==> src/rtl/mux_scan_if.sv <==
// mux_scan_if -- channel-mux bus bundle for mux_scan.
//   din  : N*W packed channel data, channel k at [k*W +: W]
//   sel  : manual channel select
//   mode : 0 = manual, 1 = auto-scan
//   hold : freezes the auto-scan position
//   dout : registered selected channel data
//   ch   : registered index of the channel driving dout
//   tick : one-cycle pulse on each auto-scan advance
//   err  : registered out-of-range select flag (manual mode)
// master drives the inputs (testbench/host side), slave is the mux.
interface mux_scan_if #(
  parameter int N = 4,
  parameter int W = 2
);
  localparam int SW = (N > 1) ? $clog2(N) : 1;

  logic [N*W-1:0] din;
  logic [SW-1:0]  sel;
  logic           mode;
  logic           hold;
  logic [W-1:0]   dout;
  logic [SW-1:0]  ch;
  logic           tick;
  logic           err;

  modport master (
    output din, sel, mode, hold,
    input  dout, ch, tick, err
  );

  modport slave (
    input  din, sel, mode, hold,
    output dout, ch, tick, err
  );
endinterface

==> src/rtl/mux_scan.sv <==
// mux_scan -- registered N-channel multiplexer with manual select and
// timed auto-scan.
//   clk : clock, rising edge
//   rst : synchronous active-high reset
//   bus : mux_scan_if slave (din/sel/mode/hold in, dout/ch/tick/err out)
// The FSM state is mode registered each edge; behaviour on an edge is
// decided by the state held before that edge.
module mux_scan #(
  parameter int N     = 4,
  parameter int W     = 2,
  parameter int DWELL = 4
) (
  input  logic      clk,
  input  logic      rst,
  mux_scan_if.slave bus
);
  localparam int SW = (N > 1) ? $clog2(N) : 1;
  localparam int CW = (DWELL > 1) ? $clog2(DWELL) : 1;
  localparam logic [SW:0]   N_EXT    = (SW+1)'(N);
  localparam logic [SW-1:0] CH_LAST  = SW'(N - 1);
  localparam logic [CW-1:0] CNT_LAST = CW'(DWELL - 1);

  typedef enum logic {
    MANUAL = 1'b0,
    AUTO   = 1'b1
  } state_e;

  state_e        state_q, state_d;
  logic [SW-1:0] ch_q, ch_d;
  logic [CW-1:0] cnt_q, cnt_d;
  logic [W-1:0]  dout_q, dout_d;
  logic          tick_q, tick_d;
  logic          err_q, err_d;
  logic          sel_ok;

  // State register
  always_ff @(posedge clk) begin
    if (rst) state_q <= MANUAL;
    else     state_q <= state_d;
  end

  // Next state simply follows mode
  always_comb begin
    state_d = bus.mode ? AUTO : MANUAL;
  end

  assign sel_ok = {1'b0, bus.sel} < N_EXT;

  // Output / datapath next-state logic
  always_comb begin
    ch_d   = ch_q;
    cnt_d  = cnt_q;
    tick_d = 1'b0;
    err_d  = 1'b0;
    unique case (state_q)
      MANUAL: begin
        cnt_d = '0;
        if (sel_ok) ch_d = bus.sel;
        else        err_d = 1'b1;
      end
      AUTO: begin
        if (!bus.hold) begin
          if (cnt_q == CNT_LAST) begin
            cnt_d  = '0;
            ch_d   = (ch_q == CH_LAST) ? '0 : ch_q + 1'b1;
            tick_d = 1'b1;
          end else begin
            cnt_d = cnt_q + 1'b1;
          end
        end
      end
      default: ;
    endcase

    // dout is taken from the channel being registered this edge, so dout
    // and ch always refer to the same channel
    dout_d = '0;
    for (int unsigned k = 0; k < N; k++) begin
      if (ch_d == SW'(k)) dout_d = bus.din[k*W +: W];
    end
  end

  always_ff @(posedge clk) begin
    if (rst) begin
      ch_q   <= '0;
      cnt_q  <= '0;
      dout_q <= '0;
      tick_q <= 1'b0;
      err_q  <= 1'b0;
    end else begin
      ch_q   <= ch_d;
      cnt_q  <= cnt_d;
      dout_q <= dout_d;
      tick_q <= tick_d;
      err_q  <= err_d;
    end
  end

  assign bus.dout = dout_q;
  assign bus.ch   = ch_q;
  assign bus.tick = tick_q;
  assign bus.err  = err_q;
endmodule

==> src/flat_wrapper.sv <==
// flat-port wrapper written by rule: the top's interface ports become plain ports
module mux_scan_flat 
#(
  parameter int N     = 4,
  parameter int W     = 2,
  parameter int DWELL = 4
)
  (clk, rst, bus_din, bus_sel, bus_mode, bus_hold, bus_dout, bus_ch, bus_tick, bus_err);
  mux_scan_if #(.N(N), .W(W)) bus_i ();
  input  logic clk;
  input  logic rst;
  input wire logic [$bits(bus_i.din)-1:0] bus_din;
  input wire logic [$bits(bus_i.sel)-1:0] bus_sel;
  input wire logic [$bits(bus_i.mode)-1:0] bus_mode;
  input wire logic [$bits(bus_i.hold)-1:0] bus_hold;
  output wire logic [$bits(bus_i.dout)-1:0] bus_dout;
  output wire logic [$bits(bus_i.ch)-1:0] bus_ch;
  output wire logic [$bits(bus_i.tick)-1:0] bus_tick;
  output wire logic [$bits(bus_i.err)-1:0] bus_err;
  assign bus_i.din = bus_din;
  assign bus_i.sel = bus_sel;
  assign bus_i.mode = bus_mode;
  assign bus_i.hold = bus_hold;
  assign bus_dout = bus_i.dout;
  assign bus_ch = bus_i.ch;
  assign bus_tick = bus_i.tick;
  assign bus_err = bus_i.err;
  mux_scan #(.N(N), .W(W), .DWELL(DWELL)) u_core (.clk(clk), .rst(rst), .bus(bus_i));
endmodule
==> config.mk <==
export PLATFORM = sky130hd
export DESIGN_NAME = mux_scan_flat
export DESIGN_NICKNAME = d
export VERILOG_FILES = /design/src/rtl/mux_scan_if.sv /design/src/rtl/mux_scan.sv /design/src/flat_wrapper.sv
export SDC_FILE = /design/constraint.sdc
export NUM_CORES = 1
export LEC_CHECK = 0
export CORE_UTILIZATION = 25
export DETAILED_ROUTE_END_ITERATION = 12
export PLACE_DENSITY_LB_ADDON = 0.15
export SLEW_MARGIN = 10
export SYNTH_ARGS = -nofsm -noshare
export SYNTH_HDL_FRONTEND = slang
export SYNTH_SLANG_ARGS = --single-unit
==> constraint.sdc <==
create_clock -name clk -period 2.3 [get_ports clk]
set_clock_uncertainty 0.2 [all_clocks]
set_input_delay 0.69 -clock clk [delete_from_list [all_inputs] [get_ports clk]]
set_output_delay 0.69 -clock clk [all_outputs]
set_load 0.005 [all_outputs]
Word level (Yosys, flattened, before mapping) --
Cells that the tools add are included.
Word-level totals: word-level logic and storage cells 29, output and inout bits 6, register bits 8
Cells by class: reduce and logical (&&, ||, !) cells 2, equality and inequality tests 6, add/subtract/negate cells 2, bitwise operators 1, muxes and demuxes 13
Operators by type and width (count):
- 2-bit 2-to-1 mux | 9
- 2-bit == test (second input constant) | 4
- 2-bit one-hot mux with 2 select lines | 2
- 2-bit by 1-bit adder with 2-bit output (second input constant) | 2
- 3-bit OR reduction | 1
- 2-bit by 1-bit == test with 1-bit output (second input constant) | 1
- 2-bit logical NOT | 1
- 1-bit 2-to-1 mux | 2
- 2-bit inequality test (second input constant) | 1
- 1-bit inverter | 1

Longest topological paths before layout --
Gate-level depths: netlist of run 1.
word-level depth 10, gate-level depth with buffers 5, mapped depth without buffers 5

Least setup slack after synthesis of run 1 --
Ideal clock, no wire load.
kind input port to flip-flop, start input port bus_hold, end register u_core.dout_q[0], in the netlist u_core.bus.dout[0], data arrival time 1594 ps, setup slack 433 ps, cell stages on the path 4, path through nor2b_2 mux2_4 a211o_1 o22ai_2
Between the ends: longest elaborated chain between the ends 7
RTL lines:
- start: declaration | line flat_wrapper.sv:15 | input wire logic [$bits(bus_i.hold)-1:0] bus_hold;
- 2-bit 2-to-1 mux * | line mux_scan.sv:62 | if (!bus.hold) begin
- 2-bit one-hot mux with 2 select lines * | line mux_scan.sv:55 | unique case (state_q)
- 2-bit logical NOT | line mux_scan.sv:79 | if (ch_d == SW'(k)) dout_d = bus.din[k*W +: W];
- 2-bit 2-to-1 mux (3 in series) | line mux_scan.sv:79
- 2-bit 2-to-1 mux * | line mux_scan.sv:79
- end signal: assignment | line mux_scan.sv:93 | dout_q <= dout_d;
- end: declaration | line mux_scan.sv:31 | logic [W-1:0] dout_q, dout_d;
Every way passes the cells marked *; elsewhere a longest branch is shown, timed or not. A chain may end at the register's enable or synchronous reset.

Final worst setup path of run 1 --
Same ends and word-level chain as after synthesis.

==> run summary, run 1 <==
Synthesized netlist cell count -> 41
Peak supply drop -> 204.7 uV
Setup fix buffers added after clock tree synthesis -> 0
Adder-cell share of the synthesized area -> 6.042%
Routed wire length -> 744 um
Fin nets -> 79
Data required time at the worst endpoint -> 2.29 ns
Arr. time, crit path -> 2.11 ns
Fraction of the mapped netlist area in compound gates -> 13.29%
Area share of and/or/nand/nor cells after synthesis -> 16.62%
Die outline area -> 1823 um2
Unique cell type count in the Yosys netlist -> 22
Number of storage elements in the synthesis netlist -> 8
Setup violations, final -> 0
Number of buffers between clock root and the deepest sink -> 2
Post-synthesis share of cell area spent on xor and xnor gates -> 2.115%
Share of cell area taken by muxes after synthesis -> 15.71%
Hold-fix buffers at CTS -> 0
Number of remaining DRC errors -> 0
Number of cells traversed by the worst hold path -> 2
Clock tree root buffer cell -> clkbuf_4
Overall track demand over capacity in global routing -> 10.81%
Initial Utilization -> 27.18%
Hold WC Path Type -> flop to flop
Commonest non-fill, non-tap cell in the layout -> clkdlybuf4s50_1
Die height -> 42.70 um
Count of boundary I/O pins -> 20
Most frequent cells in the layout -> clkdlybuf4s50_1 (18), dfxtp_1 (8), mux2i_1 (5)
Crit Path Category -> input pin to flop
Last weighted congestion value of the routability-driven placer -> 0.6498
Antenna diode count -> 0
Clock slew at reported path FFs -> 0.05 ns
Final Hold Violating Endpoints -> 0
Origin of the critical flop-to-flop path -> u_core.cnt_q[0]
Final HPWL DP -> 624 um
Kind of start point of the critical path -> input pin
First-pass GRT wire length -> 1393 um
Element type at the critical path end -> flop
Vias in the first global route -> 354
Final period util -> 91.88%
Deepest level of the CTS H-tree -> 1
Sum of overflow across all layers after global routing -> 0
Antenna violations before repair -> 0
Power density of the placed cells -> 521.4 nW/um2
Min Tclk post-route -> 2.113 ns
Horizontal extent of the die -> 42.70 um
Utilization after layout -> 41.46%
Endpoint of the worst hold path -> u_core.cnt_q[1]
CP max FO -> 3
Setup repair after global routing missed its margin -> no
Largest net degree at the start of global routing -> 10
Max-slew violation total from the final report -> 0
Area growth from synthesis to layout -> 52.57%
Register-to-Register Setup Slack -> 0.52 ns
Net switching power -> 0.07681 mW
Proportion of total power due to net switching -> 23.32%
Number of nets still failing antenna checks after routing -> 0
DR vias -> 337
CTS Sinks -> 8
Main combinational cell family by area after synthesis -> simple AND/OR/NAND/NOR gates
Post-CTS Resized -> 0
Number of maximum-capacitance violations -> 0
Yosys warnings -> 0
Fraction of layout cells with a size suffix above 1 -> 18.03%
Peak clock frequency supported by timing -> 473.2 MHz
Sequential share of the synthesized area -> 38.67%
Terminus of the critical flop-to-flop path -> u_core.bus.dout[0]
1st-iter DRT viols -> 2
WL per Instance -> 9.662 um
Total core area -> 1524 um2
Min-delay src -> u_core.cnt_q[1]
Cell area after placement -> 609.3 um2
Skew-Pair Late Insertion Delay -> 0.26 ns
Average via count per standard cell -> 4.377
Leak Pwr -> 0.2771 nW
Part of the power in the clock network -> 33.2%
Run status -> complete, no violations
Share of total power in combinational logic -> 20.7%
Fraction of power consumed by sequential logic -> 46.1%
Clock tree from TritonCTS -> done
Mean instance size in the synthesized netlist -> 10.10 um2
IO Port Bufs -> 18
Depth of the worst register-to-register path -> 5
Internal Pwr Total -> 0.2526 mW
Mapped Nets -> 57
Total non-filler cell area in the finished layout -> 631.9 um2
Cell Area, Synth -> 414.1 um2
Number of rows in the core area -> 14
Number of buffers created by CTS -> 3
Total iterations of the first detailed-routing run -> 2
==> layer usage <==
metal | GRT usage, % | vias to the layer above | wire, um
met1 | 11.75 | 141 | 339
li1 | - | 179 | -
met2 | 15.45 | 15 | 325
met5 | 0 | - | 0
met3 | 7.660 | 2 | 64
met4 | 5.625 | 0 | 14
==> synth_stat cells, drive strengths merged <==
cell    instances  share of area [%]
o211ai          1                3.0
nand2           2                1.8
ha              2                6.0
xor2            1                2.1
or2             1                1.5
buf             2                3.0
o22ai           2                4.5
mux2i           5                 12
and2            1                1.5
dfxtp           8                 39
conb            1               0.91
o221ai          1                3.6
nand4b          1                2.1
inv             4                3.6
mux2            1                3.6
a211o           1                2.1
nor2            3                2.7
and3            1                1.8
nor2b           3                5.1
==> worst max-delay path by stage <==
stage | from | endpoint | slack [ns] | depth (start not counted)
floorplan | bus_hold | u_core.bus.dout[0] | 0.43 | 4
global placement | bus_hold | u_core.bus.dout[0] | -0.06 | 5
detailed placement | bus_hold | u_core.bus.dout[0] | -0.09 | 5
CTS | bus_hold | u_core.bus.dout[0] | 0.19 | 5
global route | bus_hold | u_core.bus.dout[0] | 0.15 | 5
finish | bus_hold | u_core.bus.dout[0] | 0.19 | 5
==> critical path, stage by stage <==
cell and delay, ns:
clkdlybuf4s50_1 0.43, nor2b_2 0.20, mux2_4 0.33, a211o_1 0.32, o22ai_2 0.13
==> registers in the layout (all words and copies together) (netlist names) <==
register / count
u_core.bus.dout: 2
u_core.state_q: 1
u_core.bus.tick: 1
u_core.cnt_q: 2
u_core.bus.ch: 2
==> through the flow <==
step / power (mW) / setup slack, ns / setup TNS (ns) / std cells / hold WS, ns
floorplan: 0.1847 / 0.4331 / 0 / 41 / 0.2676
global placement: 0.2249 / -0.06096 / -0.1153 / 74 / 0.2908
detailed placement: 0.2241 / -0.08753 / -0.1650 / 74 / 0.3060
CTS: 0.3392 / 0.1912 / 0 / 77 / 0.3200
global route: 0.3551 / 0.1482 / 0 / 77 / 0.3682
finish: 0.3294 / 0.1867 / 0 / 77 / 0.3054
==> layout make-up <==
type | count | area (um2)
clock buffer | 3 | 22.52
sequential | 8 | 160.2
tap | 16 | 20.02
multi-input combinational | 27 | 226.5
inverter | 4 | 15.01
fill | 151 | 892.1
timing repair buffer | 19 | 187.7
==> power by group through the flow <==
stage | Combinational (mW) | Clock [mW] | Sequential (mW)
after floorplan | 0.0314 | 0 | 0.153
after global placement | 0.0691 | 0 | 0.156
after detailed placement | 0.0689 | 0 | 0.155
after CTS | 0.0691 | 0.118 | 0.152
after global routing | 0.0742 | 0.127 | 0.153
final | 0.0680 | 0.109 | 0.152
==> kinds of logic after synthesis <==
kind of cell,after synthesis
AO/OA/AOI/OAI,5
flip-flops,8
AND/OR/NAND/NOR,12
multiplexers,6
adder cells (fa/ha/maj),2
XOR/XNOR,1
other,1
buffers and inverters,6
Power figures use the tool's default switching activity.
==> run 2, diff against run 1 <==
--- a/config.mk
+++ b/config.mk
@@ -5,6 +5,7 @@
 export SDC_FILE = /design/constraint.sdc
 export NUM_CORES = 1
 export LEC_CHECK = 0
+export ABC_AREA = 1
 export CORE_UTILIZATION = 25
 export DETAILED_ROUTE_END_ITERATION = 12
 export PLACE_DENSITY_LB_ADDON = 0.15
==> run 2 against run 1 <==
  * Maximum frequency up 5.0%
  * Final cell count rose by 45%
  * First-iteration DRC count increased to 2.5 times the previous value
==> run summary, run 2 <==
IO Port Bufs -> 18 (unchanged)
Most frequent cells in the layout -> clkdlybuf4s50_1 (18), inv_1 (11), nand2_1 (10) (was clkdlybuf4s50_1 (18), dfxtp_1 (8), mux2i_1 (5))
Last weighted congestion value of the routability-driven placer -> 0.7097 (was 0.6498)
Run status -> complete, no violations (unchanged)
Top post-synthesis cells by count -> inv_1 (11), nand2_1 (10), dfxtp_1 (8), nand3_1 (6), nor2_1 (6) (was dfxtp_1 (8), mux2i_1 (5), inv_1 (4), nor2_1 (3))
Peak per-stage delay on the critical path -> 0.51 ns (was 0.43 ns)
Pre-CTS WS -> 0.03705 ns (was -0.08753 ns)
Mapped Nets -> 83 (was 57)
Number of maximum-capacitance violations -> 0 (unchanged)
Initial Utilization -> 26.95% (was 27.18%)
Number of nets still failing antenna checks after routing -> 0 (unchanged)
Antenna violations before repair -> 0 (unchanged)
Terminus of the critical flop-to-flop path -> u_core.bus.dout[1] (was u_core.bus.dout[0])
WL per Instance -> 7.964 um (was 9.662 um)
Deepest level of the CTS H-tree -> 1 (unchanged)
Max-slew violation total from the final report -> 0 (unchanged)
Number of rows in the core area -> 15 (was 14)
Peak clock frequency supported by timing -> 496.7 MHz (was 473.2 MHz)
Overall track demand over capacity in global routing -> 10.31% (was 10.81%)
Die outline area -> 2059 um2 (was 1823 um2)
Vias in the first global route -> 379 (was 354)
Final period util -> 87.53% (was 91.88%)
1st-iter DRT viols -> 5 (was 2)
Hold WC Path Type -> flop to flop (unchanged)
Clock tree root buffer cell -> clkbuf_4 (unchanged)
Setup repair after global routing missed its margin -> no (unchanged)
Utilization after layout -> 39.93% (was 41.46%)
Arr. time, crit path -> 1.12 ns (was 2.11 ns)
Cell area after placement -> 674.4 um2 (was 609.3 um2)
Depth of the worst register-to-register path -> 9 (was 5)
Count of boundary I/O pins -> 20 (unchanged)
Skew-Pair Late Insertion Delay -> 0.24 ns (was 0.26 ns)
Clock tree from TritonCTS -> done (unchanged)
Crit path setup slack, layout -> 0.2868 ns (was 0.1867 ns)
Setup violations, final -> 0 (unchanged)
Average via count per standard cell -> 3.991 (was 4.377)
Unique cell type count in the Yosys netlist -> 19 (was 22)
CP max FO -> 4 (was 3)
Fin nets -> 105 (was 79)
Cell chain of the critical path -> clkdlybuf4s50_1 (was clkdlybuf4s50_1 -> nor2b_2 -> mux2_4 -> a211o_1 -> o22ai_2)
First-pass GRT wire length -> 1490 um (was 1393 um)
Peak supply drop -> 261.3 uV (was 204.7 uV)
Commonest non-fill, non-tap cell in the layout -> clkdlybuf4s50_1 (unchanged)
Crit path from -> u_core.bus.ch[1] (was bus_hold)
Register-to-Register Setup Slack -> 0.72 ns (was 0.52 ns)
Total iterations of the first detailed-routing run -> 4 (was 2)
Total non-filler cell area in the finished layout -> 696.9 um2 (was 631.9 um2)
Power density of the placed cells -> 476.8 nW/um2 (was 521.4 nW/um2)
Fraction of synthesis flops using an asynchronous set or reset pin -> 0% (unchanged)
Number of storage elements in the synthesis netlist -> 8 (unchanged)
Cell with the most instances after synthesis -> inv_1 (was dfxtp_1)
Cell Area, Synth -> 470.5 um2 (was 414.1 um2)
Setup TNS -> 0 ns (unchanged)
Gate family responsible for the most delay along the worst path -> buffers and inverters (was compound AO/OA/AOI/OAI gates)
Mean instance size in the synthesized netlist -> 7.022 um2 (was 10.10 um2)
Antenna diode count -> 0 (unchanged)
Fraction of layout cells with a size suffix above 1 -> 14.94% (was 18.03%)
Slowest cell on the critical path -> clkdlybuf4s50_1 (unchanged)
CTS Sinks -> 8 (unchanged)
Sum of overflow across all layers after global routing -> 0 (unchanged)
Die height -> 45.38 um (was 42.70 um)
Kind of start point of the critical path -> flop (was input pin)
CP bufs+invs -> 1 (unchanged)
Origin of the critical flop-to-flop path -> u_core.bus.ch[0] (was u_core.cnt_q[0])
Final HPWL DP -> 760.3 um (was 624 um)
Final Hold Violating Endpoints -> 0 (unchanged)
Min Tclk post-route -> 2.013 ns (was 2.113 ns)
Yosys warnings -> 0 (unchanged)
Area contributors post-synth -> dfxtp_1 (34%), inv_1 (8.8%), nand2_1 (8.0%), nand2_2 (6.6%), nand3_1 (6.4%) (was dfxtp_1 (39%), mux2i_1 (12%), ha_1 (6.0%), inv_1 (3.6%), mux2_4 (3.6%))
Number of remaining DRC errors -> 0 (unchanged)
Data required time at the worst endpoint -> 1.41 ns (was 2.29 ns)
Hold-fix buffers at CTS -> 0 (unchanged)
Area growth from synthesis to layout -> 48.14% (was 52.57%)
Synth Flop Type -> dfxtp_1 (unchanged)
Largest net degree at the start of global routing -> 7 (was 10)
Number of buffers between clock root and the deepest sink -> 2 (unchanged)
DR vias -> 447 (was 337)
WP depth -> 1 (was 5)
Clock slew at reported path FFs -> 0.05 ns (about the same)
Post-CTS Resized -> 0 (unchanged)
Synthesized netlist cell count -> 67 (was 41)
Sequential share of the synthesized area -> 34.04% (was 38.67%)
Min-delay src -> u_core.cnt_q[0] (was u_core.cnt_q[1])
Element type at the critical path end -> primary output (was flop)
Number of buffers created by CTS -> 3 (unchanged)
Total core area -> 1745 um2 (was 1524 um2)
Share of the synthesized area in the top cell type -> 34.04% (was 38.67%)
Routed wire length -> 892 um (was 744 um)
Most area-hungry cell type in the Yosys netlist -> dfxtp_1 (unchanged)
Horizontal extent of the die -> 45.38 um (was 42.70 um)
Leak Pwr -> 0.3194 nW (was 0.2771 nW)
Crit Path Category -> flop to primary output (was input pin to flop)
Critical Path End -> bus_ch[1] (was u_core.bus.dout[0])
Setup fix buffers added after clock tree synthesis -> 0 (unchanged)
EDFF count, synth -> 0 (unchanged)
[run 2: cell types whose count changed after synthesis, sizes merged, moves of 2 or more]
cell	before	now
a21oi	0	2
o21ai	0	6
inv	4	13
mux2i	5	0
nand3	0	7
nor2b	3	0
o22ai	2	0
nor2	3	7
nand2	2	16
nand4	0	2
[run 2: metrics by stage]
step	power, mW	std cells	hold slack, ns
after global placement	0.2329	109	0.2489
after floorplan	0.1931	67	0.2283
after CTS	0.3389	112	0.2607
after global routing	0.3539	112	0.3025
final	0.3323	112	0.2618
after detailed placement	0.2330	109	0.2527
[run 2: final cells by class]
type	instances	area (um2)
Multi-Input combinational cell	45	254.0
Fill cell	193	1049
Timing Repair Buffer	18	180.2
Inverter	13	48.80
Tap cell	25	31.28
Sequential cell	8	160.2
Clock buffer	3	22.52
[run 2: worst min path at each step]
stage,to,slack [ns],depth (start not counted)
after floorplan,u_core.cnt_q[0],0.23,1
after global placement,u_core.cnt_q[0],0.25,1
after detailed placement,u_core.cnt_q[0],0.25,1
after CTS,u_core.cnt_q[0],0.26,1
after global routing,u_core.cnt_q[0],0.30,1
final,u_core.cnt_q[0],0.26,1
[run 2: cells by family (layout without fill, tap and decap cells)]
| kind of cell | Yosys count | after routing | share of synthesized area, % |
|---|---|---|---|
| AO/OA/AOI/OAI | 8 | 8 | 8.509 |
| flip-flops | 8 | 8 | 34.04 |
| adder cells (fa/ha/maj) | 2 | 2 | 5.318 |
| buffers and inverters | 14 | 34 | 11.97 |
| AND/OR/NAND/NOR | 34 | 34 | 39.36 |
| other | 1 | 1 | 0.7971 |
[run 2: report_power, final]
part           switching, mW  internal, mW
clock network         0.0435        0.0594
logic                 0.0332        0.0445
registers            0.00520         0.146
[run 2: layer usage]
layer	GRT usage, %	wire length, um	up-vias	share of wire, %
met5	0	0	-	0
met4	7.273	0	0	0
met3	2.381	29	0	3.3
met2	15.43	423	13	47
met1	12.90	439	182	49
li1	-	-	252	-
==> run 3, diff against run 2 <==
--- a/config.mk
+++ b/config.mk
@@ -6,10 +6,13 @@
 export NUM_CORES = 1
 export LEC_CHECK = 0
 export ABC_AREA = 1
+export CELL_PAD_IN_SITES_DETAIL_PLACEMENT = 1
+export CELL_PAD_IN_SITES_GLOBAL_PLACEMENT = 1
+export CORE_ASPECT_RATIO = 1.25
 export CORE_UTILIZATION = 25
 export DETAILED_ROUTE_END_ITERATION = 12
 export PLACE_DENSITY_LB_ADDON = 0.15
-export SLEW_MARGIN = 10
+export SLEW_MARGIN = 20
 export SYNTH_ARGS = -nofsm -noshare
 export SYNTH_HDL_FRONTEND = slang
 export SYNTH_SLANG_ARGS = --single-unit
==> run 3 against run 2 <==
  * Highest routed layer is now met4
  * Via count rose by 2.2%
  * Worst hold slack improved by 0.029 ns
  * Non-clock buffer count did not move
==> run summary, run 3 (same netlist as run 2, synthesis figures left out) <==
Max-slew violation total from the final report -> 0 (unchanged)
Total iterations of the first detailed-routing run -> 1 (was 4)
1st-iter DRT viols -> 0 (was 5)
Number of rows in the core area -> 17 (was 15)
Arr. time, crit path -> 1.97 ns (was 1.12 ns)
Fraction of layout cells with a size suffix above 1 -> 14.94% (unchanged)
Number of maximum-capacitance violations -> 0 (unchanged)
Net switching power -> 0.08490 mW (was 0.08195 mW)
First-pass GRT wire length -> 1621 um (was 1490 um)
Crit Path Category -> input pin to flop (was flop to primary output)
Final period util -> 88.02% (was 87.53%)
Setup fix buffers added after clock tree synthesis -> 0 (unchanged)
Overall track demand over capacity in global routing -> 11.57% (was 10.31%)
PnR Total Power -> 0.3353 mW (was 0.3323 mW)
Antenna violations before repair -> 0 (unchanged)
Count of boundary I/O pins -> 20 (unchanged)
Crit path setup slack, layout -> 0.2755 ns (was 0.2868 ns)
Endpoint of the worst hold path -> u_core.cnt_q[1] (was u_core.cnt_q[0])
Antenna diode count -> 0 (unchanged)
GRT met2 Usage -> 18.23% (was 15.43%)
Clock tree root buffer cell -> clkbuf_4 (unchanged)
Power density of the placed cells -> 486.4 nW/um2 (was 476.8 nW/um2)
Min Tclk post-route -> 2.025 ns (was 2.013 ns)
Run status -> complete, no violations (unchanged)
Fraction of power consumed by sequential logic -> 45.1% (was 45.6%)
Met1 usage -> 12.57% (was 12.90%)
Setup violations, final -> 0 (unchanged)
Number of cells traversed by the worst hold path -> 2 (was 1)
Fill cells -> 234 (was 193)
Most frequent cells in the layout -> clkdlybuf4s50_1 (18), inv_1 (11), nand2_1 (10) (unchanged)
Most crowded layer after global routing -> met2 (unchanged)
Internal Pwr Total -> 0.2505 mW (was 0.2503 mW)
Sum of overflow across all layers after global routing -> 0 (unchanged)
Part of the power in the clock network -> 31.2% (was 31.0%)
WL per Instance -> 9.368 um (was 7.964 um)
Element type at the critical path end -> flop (was primary output)
Die outline area -> 2060 um2 (was 2059 um2)
Utilization after layout -> 39.05% (was 39.93%)
Commonest non-fill, non-tap cell in the layout -> clkdlybuf4s50_1 (unchanged)
Final HPWL DP -> 840.5 um (was 760.3 um)
Total core area -> 1765 um2 (was 1745 um2)
GR Layer Usage met3 -> 3.982% (was 2.381%)
Vias in the first global route -> 428 (was 379)
CTS Sinks -> 8 (unchanged)
Peak supply drop -> 203.5 uV (was 261.3 uV)
Initial Utilization -> 26.65% (was 26.95%)
Post-CTS Resized -> 0 (unchanged)
IO Port Bufs -> 18 (unchanged)
Routed wire length -> 993 um (was 892 um)
Hold_ws -> 0.2913 ns (was 0.2618 ns)
Terminus of the critical flop-to-flop path -> u_core.bus.dout[1] (unchanged)
Skew-Pair Late Insertion Delay -> 0.25 ns (was 0.24 ns)
Largest net degree at the start of global routing -> 7 (unchanged)
Setup repair after global routing missed its margin -> no (unchanged)
Fin nets -> 105 (unchanged)
CP max FO -> 6 (was 4)
Final Hold Violating Endpoints -> 0 (unchanged)
Area growth from synthesis to layout -> 46.54% (was 48.14%)
Origin of the critical flop-to-flop path -> u_core.bus.ch[0] (unchanged)
Number of remaining DRC errors -> 0 (unchanged)
Proportion of total power due to net switching -> 25.32% (was 24.66%)
Number of nets still failing antenna checks after routing -> 0 (unchanged)
Data required time at the worst endpoint -> 2.25 ns (was 1.41 ns)
Min-delay src -> u_core.cnt_q[1] (was u_core.cnt_q[0])
Deepest level of the CTS H-tree -> 1 (unchanged)
Share of total power in combinational logic -> 23.6% (was 23.4%)
Clock slew at reported path FFs -> 0.05 ns (about the same)
Peak clock frequency supported by timing -> 493.9 MHz (was 496.7 MHz)
Horizontal extent of the die -> 40.80 um (was 45.38 um)
Number of buffers between clock root and the deepest sink -> 2 (unchanged)
Last weighted congestion value of the routability-driven placer -> 0.6719 (was 0.7097)
Hold WC Path Type -> flop to flop (unchanged)
DR vias -> 457 (was 447)
Hold-fix buffers at CTS -> 0 (unchanged)
Register-to-Register Setup Slack -> 0.68 ns (was 0.72 ns)
Clock tree from TritonCTS -> done (unchanged)
Depth of the worst register-to-register path -> 9 (unchanged)
Pre-CTS WS -> 0.01752 ns (was 0.03705 ns)
Average via count per standard cell -> 4.311 (was 3.991)
Leak Pwr -> 0.3194 nW (unchanged)
Number of buffers created by CTS -> 3 (unchanged)
Die height -> 50.50 um (was 45.38 um)
Setup TNS -> 0 ns (unchanged)
Kind of start point of the critical path -> input pin (was flop)
==> run 3: cell counts in the layout (fill, tap and decap cells not counted) <==
Identical to the previous run, type by type.
==> run 3: area by class of cell <==
| type | count | area [um2] | area share (%) |
|---|---|---|---|
| multi-input cells | 45 | 254.0 | 36.84 |
| flip-flops and latches | 8 | 160.2 | 23.23 |
| clock buffers | 3 | 22.52 | 3.267 |
| well taps | 19 | 23.77 | 3.448 |
| inverters | 13 | 48.80 | 7.078 |
| repair buffers | 18 | 180.2 | 26.13 |
==> run 3: routing by layer <==
metal | vias up | wire, um
met5 | - | 0
met4 | 0 | 18
met3 | 2 | 37
met2 | 12 | 494
met1 | 196 | 442
li1 | 247 | -
==> run 3: how the worst max path moves through the flow <==
stage / from / to / slack, ns
finish: bus_hold / u_core.bus.dout[1] / 0.28
global route: bus_hold / u_core.bus.dout[1] / 0.15
CTS: u_core.bus.ch[1] / bus_ch[1] / 0.27
detailed placement: bus_hold / u_core.bus.dout[1] / 0.02
global placement: bus_hold / u_core.bus.dout[1] / 0.03
floorplan: bus_hold / u_core.bus.dout[0] / 0.64
==> run 3: power groups by stage <==
stage          Sequential (mW)  Clock (mW)  Combinational (mW)
5_1_grt                  0.152       0.120              0.0888
3_5_place_dp             0.155           0              0.0803
4_1_cts                  0.151       0.111              0.0807
3_3_place_gp             0.154           0              0.0794
2_1_floorplan            0.155           0              0.0386
6_report                 0.151       0.105              0.0792
==> run 3: critical path: stages <==
cell,delay (ns)
clkdlybuf4s50_1,0.52
inv_2,0.08
nand2_2,0.10
nand2_1,0.06
nand3_1,0.06
nand2_1,0.09
o21ai_0,0.16
nand3_1,0.10
nand2_1,0.07
inv_1,0.03
==> run 3: through the flow <==
stage | instance area (um2) | std cells
floorplan | 470.5 | 67
global placement | 666.9 | 103
detailed placement | 666.9 | 103
CTS | 689.4 | 106
global route | 689.4 | 106
finish | 689.4 | 106
